===== src/rtl/logic_accum_pkg.sv =====
// Shared definitions for the registered bitwise logic accumulator:
// operation encodings and the op-select decode helper.
package logic_accum_pkg;

    localparam int unsigned OP_WIDTH = 3;

    localparam logic [OP_WIDTH-1:0] OP_OR   = 3'b000;
    localparam logic [OP_WIDTH-1:0] OP_AND  = 3'b001;
    localparam logic [OP_WIDTH-1:0] OP_XOR  = 3'b010;
    localparam logic [OP_WIDTH-1:0] OP_NOR  = 3'b011;
    localparam logic [OP_WIDTH-1:0] OP_NAND = 3'b100;
    localparam logic [OP_WIDTH-1:0] OP_XNOR = 3'b101;

    typedef enum logic [OP_WIDTH-1:0] {
        OPC_OR   = 3'd0,
        OPC_AND  = 3'd1,
        OPC_XOR  = 3'd2,
        OPC_NOR  = 3'd3,
        OPC_NAND = 3'd4,
        OPC_XNOR = 3'd5
    } op_e;

    // Unused encodings 110/111 fall back to OR.
    function automatic op_e decode_op(input logic [OP_WIDTH-1:0] op);
        case (op)
            OP_AND:  return OPC_AND;
            OP_XOR:  return OPC_XOR;
            OP_NOR:  return OPC_NOR;
            OP_NAND: return OPC_NAND;
            OP_XNOR: return OPC_XNOR;
            default: return OPC_OR;
        endcase
    endfunction

endpackage


===== src/rtl/logic_accumulator_if.sv =====
// Operand/result handshake bundle for logic_accumulator.
interface logic_accumulator_if
    import logic_accum_pkg::*;
#(
    parameter int unsigned BIT_WIDTH   = 8,
    parameter int unsigned COUNT_WIDTH = 8
);
    logic [OP_WIDTH-1:0]    Op;
    logic                   Accumulate;
    logic                   Clear;
    logic [BIT_WIDTH-1:0]   Input_1;
    logic [BIT_WIDTH-1:0]   Input_2;
    logic                   In_valid;
    logic                   In_ready;
    logic [BIT_WIDTH-1:0]   Output;
    logic                   Out_valid;
    logic                   Out_ready;
    logic [COUNT_WIDTH-1:0] Count;
    logic                   Sat;

    modport master (
        output Op, Accumulate, Clear, Input_1, Input_2, In_valid, Out_ready,
        input  In_ready, Output, Out_valid, Count, Sat
    );

    modport slave (
        input  Op, Accumulate, Clear, Input_1, Input_2, In_valid, Out_ready,
        output In_ready, Output, Out_valid, Count, Sat
    );
endinterface


===== src/rtl/logic_op_unit.sv =====
// Combinational BIT_WIDTH-wide bitwise operator selected by a 3-bit op code.
module logic_op_unit
    import logic_accum_pkg::*;
#(
    parameter int unsigned UUID      = 0,
    parameter string       NAME      = "",
    parameter int unsigned BIT_WIDTH = 8
) (
    input  logic [BIT_WIDTH-1:0] a,
    input  logic [BIT_WIDTH-1:0] b,
    input  logic [OP_WIDTH-1:0]  op,
    output logic [BIT_WIDTH-1:0] y
);

    always_comb begin
        y = a | b;
        case (decode_op(op))
            OPC_OR:   y = a | b;
            OPC_AND:  y = a & b;
            OPC_XOR:  y = a ^ b;
            OPC_NOR:  y = ~(a | b);
            OPC_NAND: y = ~(a & b);
            OPC_XNOR: y = ~(a ^ b);
            default:  y = a | b;
        endcase
    end

endmodule


===== src/rtl/logic_accumulator.sv =====
// Registered bitwise logic unit with pairwise/accumulate modes, a one-deep
// valid/ready output stage and a saturating accepted-sample counter.
module logic_accumulator
    import logic_accum_pkg::*;
#(
    parameter int unsigned UUID        = 0,
    parameter string       NAME        = "",
    parameter int unsigned BIT_WIDTH   = 8,
    parameter int unsigned COUNT_WIDTH = 8
) (
    input  logic                 clk,
    input  logic                 rst,
    logic_accumulator_if.slave   bus
);

    localparam int unsigned OP_UNIT_UUID = UUID ^ 32'd1;

    logic [BIT_WIDTH-1:0]   result_q, result_d;
    logic                   out_valid_q, out_valid_d;
    logic [COUNT_WIDTH-1:0] count_q, count_d;

    logic [BIT_WIDTH-1:0]   op_a_c, op_b_c, op_y_c;
    logic                   in_ready_c, accept_c, count_sat_c;

    assign in_ready_c  = !bus.Clear && (!out_valid_q || bus.Out_ready);
    assign accept_c    = bus.In_valid && in_ready_c;
    assign count_sat_c = &count_q;

    // Accumulate folds the held result as the left operand.
    assign op_a_c = bus.Accumulate ? result_q    : bus.Input_1;
    assign op_b_c = bus.Accumulate ? bus.Input_1 : bus.Input_2;

    logic_op_unit #(
        .UUID      (OP_UNIT_UUID),
        .NAME      (NAME),
        .BIT_WIDTH (BIT_WIDTH)
    ) u_op_unit (
        .a  (op_a_c),
        .b  (op_b_c),
        .op (bus.Op),
        .y  (op_y_c)
    );

    // Next-state: Clear dominates, then accept, then output consumption.
    always_comb begin
        result_d    = result_q;
        out_valid_d = out_valid_q;
        count_d     = count_q;
        if (bus.Clear) begin
            result_d    = '0;
            out_valid_d = 1'b0;
            count_d     = '0;
        end else if (accept_c) begin
            result_d    = op_y_c;
            out_valid_d = 1'b1;
            if (!count_sat_c) begin
                count_d = count_q + COUNT_WIDTH'(1);
            end
        end else if (out_valid_q && bus.Out_ready) begin
            out_valid_d = 1'b0;
        end
    end

    always_ff @(posedge clk or posedge rst) begin
        if (rst) begin
            result_q    <= '0;
            out_valid_q <= 1'b0;
            count_q     <= '0;
        end else begin
            result_q    <= result_d;
            out_valid_q <= out_valid_d;
            count_q     <= count_d;
        end
    end

    assign bus.In_ready  = in_ready_c;
    assign bus.Output    = result_q;
    assign bus.Out_valid = out_valid_q;
    assign bus.Count     = count_q;
    assign bus.Sat       = count_sat_c;

endmodule


===== src/flat_wrapper.sv =====
// flat-port wrapper written by rule: the top's interface ports become plain ports
module logic_accumulator_flat import logic_accum_pkg::*;
#(
    parameter int unsigned UUID        = 0,
    parameter string       NAME        = "",
    parameter int unsigned BIT_WIDTH   = 8,
    parameter int unsigned COUNT_WIDTH = 8
)
  (clk, rst, bus_Op, bus_Accumulate, bus_Clear, bus_Input_1, bus_Input_2, bus_In_valid, bus_Out_ready, bus_In_ready, bus_Output, bus_Out_valid, bus_Count, bus_Sat);
  logic_accumulator_if #(.BIT_WIDTH(BIT_WIDTH), .COUNT_WIDTH(COUNT_WIDTH)) bus_i ();
  input  logic clk;
  input  logic rst;
  input wire logic [$bits(bus_i.Op)-1:0] bus_Op;
  input wire logic [$bits(bus_i.Accumulate)-1:0] bus_Accumulate;
  input wire logic [$bits(bus_i.Clear)-1:0] bus_Clear;
  input wire logic [$bits(bus_i.Input_1)-1:0] bus_Input_1;
  input wire logic [$bits(bus_i.Input_2)-1:0] bus_Input_2;
  input wire logic [$bits(bus_i.In_valid)-1:0] bus_In_valid;
  input wire logic [$bits(bus_i.Out_ready)-1:0] bus_Out_ready;
  output wire logic [$bits(bus_i.In_ready)-1:0] bus_In_ready;
  output wire logic [$bits(bus_i.Output)-1:0] bus_Output;
  output wire logic [$bits(bus_i.Out_valid)-1:0] bus_Out_valid;
  output wire logic [$bits(bus_i.Count)-1:0] bus_Count;
  output wire logic [$bits(bus_i.Sat)-1:0] bus_Sat;
  assign bus_i.Op = bus_Op;
  assign bus_i.Accumulate = bus_Accumulate;
  assign bus_i.Clear = bus_Clear;
  assign bus_i.Input_1 = bus_Input_1;
  assign bus_i.Input_2 = bus_Input_2;
  assign bus_i.In_valid = bus_In_valid;
  assign bus_i.Out_ready = bus_Out_ready;
  assign bus_In_ready = bus_i.In_ready;
  assign bus_Output = bus_i.Output;
  assign bus_Out_valid = bus_i.Out_valid;
  assign bus_Count = bus_i.Count;
  assign bus_Sat = bus_i.Sat;
  logic_accumulator #(.UUID(UUID), .NAME(NAME), .BIT_WIDTH(BIT_WIDTH), .COUNT_WIDTH(COUNT_WIDTH)) u_core (.clk(clk), .rst(rst), .bus(bus_i));
endmodule

===== config.mk =====
export PLATFORM = sky130hd
export DESIGN_NAME = logic_accumulator_flat
export DESIGN_NICKNAME = d
export VERILOG_FILES = /design/src/rtl/logic_accum_pkg.sv /design/src/rtl/logic_accumulator_if.sv /design/src/rtl/logic_op_unit.sv /design/src/rtl/logic_accumulator.sv /design/src/flat_wrapper.sv
export SDC_FILE = /design/constraint.sdc
export NUM_CORES = 1
export LEC_CHECK = 0
export ABC_AREA = 1
export CORE_MARGIN = 5
export CORE_UTILIZATION = 25
export CTS_CLUSTER_SIZE = 16
export DETAILED_ROUTE_END_ITERATION = 10
export DONT_BUFFER_PORTS = 1
export PLACE_DENSITY = 0.47
export SLEW_MARGIN = 10
export SYNTH_ARGS = -nofsm -noshare
export SYNTH_HDL_FRONTEND = slang
export SYNTH_HIERARCHICAL = 1
export SYNTH_SLANG_ARGS = --single-unit

===== constraint.sdc =====
create_clock -name clk -period 2.1 [get_ports clk]
set_input_delay 0.42 -clock clk [delete_from_list [all_inputs] [get_ports clk]]
set_output_delay 0.42 -clock clk [all_outputs]
set_load 0.005 [all_outputs]

==> flow_metrics.tcl <==
set metrics [dict create \
    wl_met3_um 330 \
    synth_seq_cells 17 \
    fin_crit_sh 0.844 \
    cp-start-kind "flip-flop" \
    hold_violations 0 \
    synth_top_cell_by_area "dfrtp_1" \
    area_growth_pct 7.56 \
    num_rows 31 \
    num_vias 1773 \
    post-route-min-period_ns 1.77 \
    setup_viol 0 \
    min_path_type "input pin to async pin" \
    wl_met2_um 2170 \
    die_w_um 95.4 \
    synth_edf_count 0 \
    num_io_pins 44 \
    p_leak_nw 1.08 \
    setup.worst_path.class "flip-flop to primary output" \
    syn_area_sq_um 1820 \
    fill_cells 818 \
    power_density_nw_per_um2 448 \
    grt_pass1_vias 1743 \
    tightest_slew_ns 0.677 \
    worst_hold_slack_ns 0.156 \
    grt_max_degree 33 \
    antenna_found_initial 0 \
    fmax_mhz 564 \
    postSynthAreaPerCell_sq_um 6.09 \
    ir_drop_mv 0.202 \
    clk_pin_slew_worst_paths_ns 0.07 \
    maxCapViolCount 0 \
    yosysTopAreaCellShare 0.234 \
    rsz0062_at_grt "no" \
    numPortBuffers 0 \
    max_slew_margin 0.548 \
    cp_max_fo 5 \
    clock-sinks 17 \
    tritoncts "done" \
    grtUsageTotal 0.111 \
    root_buffer "clkbuf_8" \
    cts_resized 0 \
    drc_errors 0 \
    synth_cells 299 \
    synth_area_leaders "dfrtp_1 23%, nand2_1 17%, ha_1 12%, inv_1 11%, nand3_1 9.6%" \
    drive_above_1_share 0.0508 \
    hold_buffers 0 \
    drv_slew 0 \
    coreArea_sq_um 7180 \
    endpoint_kind "primary output" \
    outcome "complete, no violations" \
    htree_num_levels 1 \
    total_power_mw 0.877 \
    clock_tree.buffer_depth 2 \
    multi_input_area_sq_um 1140 \
    grt-ovfl-total 0 \
    numCtsBuffers 3 \
    clkLatencyLatePin_ns 0.25 \
    drtIter0Drc 65 \
    dpl.hpwl_um 3710 \
    yosys_warnings 6 \
    initial_utilization 0.254 \
    fin_nets 338 \
    route.layer.met1.wl_um 2220 \
    postCtsSetupBuffers 0 \
    antenna_cells 0 \
    ys_seq_area_frac 0.234 \
    synth_cell_types 22 \
    required_ns 1.68 \
    synthArstFlopShare 1.00 \
    gp_congestion 0.755 \
    syn_nets 341 \
    finClkSkew_ns 0.00205 \
    wl_per_cell_um 12.1 \
    firstDrtPassIters 4 \
    die_area_sq_um 9090 \
    grt_pass1_wl_um 8270 \
    tns_ns 0 \
    cp.arrival_ns 1.35 \
    wl_um 4770 \
    highest_layer "met4" \
    synth-main-ff-cell "dfrtp_1" \
    ff_latch_area_sq_um 425 \
    die_h_um 95.4 \
    viasPerCell 4.50 \
    ant_nets 0 \
]
## power breakdown
part	switching [mW]	total, mW	internal, mW
Combinational	0.157	0.250	0.0930
Clock	0.112	0.247	0.134
Sequential	0.0303	0.380	0.350
Total	0.300	0.877	0.577
## per-layer routing
layer | GRT usage | up-vias
li1 | - | 928
met1 | 0.143 | 799
met2 | 0.189 | 42
met3 | 0.0213 | 4
met4 | 0.0252 | 0
met5 | 0 | -
## kinds of logic (layout without fill, tap and decap cells)
kind of cell / count (synthesis) / in the layout / synth area share
AO/OA/AOI/OAI: 23 / 23 / 0.0646
XOR/XNOR: 4 / 4 / 0.0192
adder cells (fa/ha/maj): 17 / 17 / 0.117
buffers and inverters: 67 / 63 / 0.141
flip-flops: 17 / 17 / 0.234
AND/OR/NAND/NOR: 171 / 171 / 0.425
## state kept, by name, indices dropped and copies added, names as in the netlist
| name | flops |
|---|---|
| u_core/bus.Out_valid | 1 |
| u_core/bus.Output | 8 |
| u_core/bus.Count | 8 |
## worst paths after layout
check / from / to / slack (ns) / cells after the start
max reg2reg: u_core/bus.Output[1]$_DFFE_PP0P_ / u_core/bus.Output[1]$_DFFE_PP0P_ / 0.53 / 10
max: u_core/bus.Count[0]$_DFFE_PP0P_ / bus_Sat / 0.33 / 5
min in group clk: bus_Clear / u_core/bus.Out_valid$_DFFE_PP0P_ / 0.23 / 1
min: rst / u_core/bus.Count[7]$_DFFE_PP0P_ / 0.16 / 1
min reg2reg: u_core/bus.Output[7]$_DFFE_PP0P_ / u_core/bus.Output[7]$_DFFE_PP0P_ / 0.57 / 2
max in group asynchronous: rst / u_core/bus.Output[2]$_DFFE_PP0P_ / 1.51 / 1
## worst max-delay path, cell delays in order (launching register included)
cell,delay [ns]
dfrtp_1,0.44
ha_1,0.24
nand3_1,0.10
nor2_2,0.13
nand2_1,0.11
inv_1,0.08
## layout make-up
type / count / share of cell area
multi-input cells: 215 / 0.582
clock buffers: 4 / 0.0230
inverters: 58 / 0.111
well taps: 99 / 0.0632
repair buffers: 1 / 0.00383
flip-flops and latches: 17 / 0.217
## cells in the mapped netlist, drive strengths merged (3+ instances only)
master,instances
a21oi,8
clkbuf,5
dfrtp,17
nor2,30
nand3b,5
xor2,3
nand3,37
o21ai,14
nand4,13
buf,4
inv,58
nand2,86
ha,17
## metrics by stage
step	setup WS, ns	instance area (sq um)	util	std cells
after floorplan	0.395	1820	-	299
after global placement	0.462	1910	0.267	390
after detailed placement	0.430	1910	0.267	390
after CTS	0.321	1960	0.273	394
after global routing	0.210	1960	0.273	394
final	0.328	1960	0.273	394
## layout by cell type, fill, tap and decap left out, types with 3 or more instances in the layout
cell | synthesis | routed
o21ai_1 | 5 | 5
nor2_2 | 3 | 3
nand3b_1 | 5 | 5
nand3_1 | 35 | 35
nand2_1 | 84 | 84
nor2_1 | 27 | 27
xor2_1 | 3 | 3
o21ai_0 | 9 | 9
dfrtp_1 | 17 | 17
inv_1 | 54 | 54
inv_2 | 4 | 4
a21oi_1 | 8 | 8
ha_1 | 17 | 17
nand4_1 | 13 | 13
clkbuf_8 | 0 | 3
Note: power is estimated with default switching activity, not from simulation.
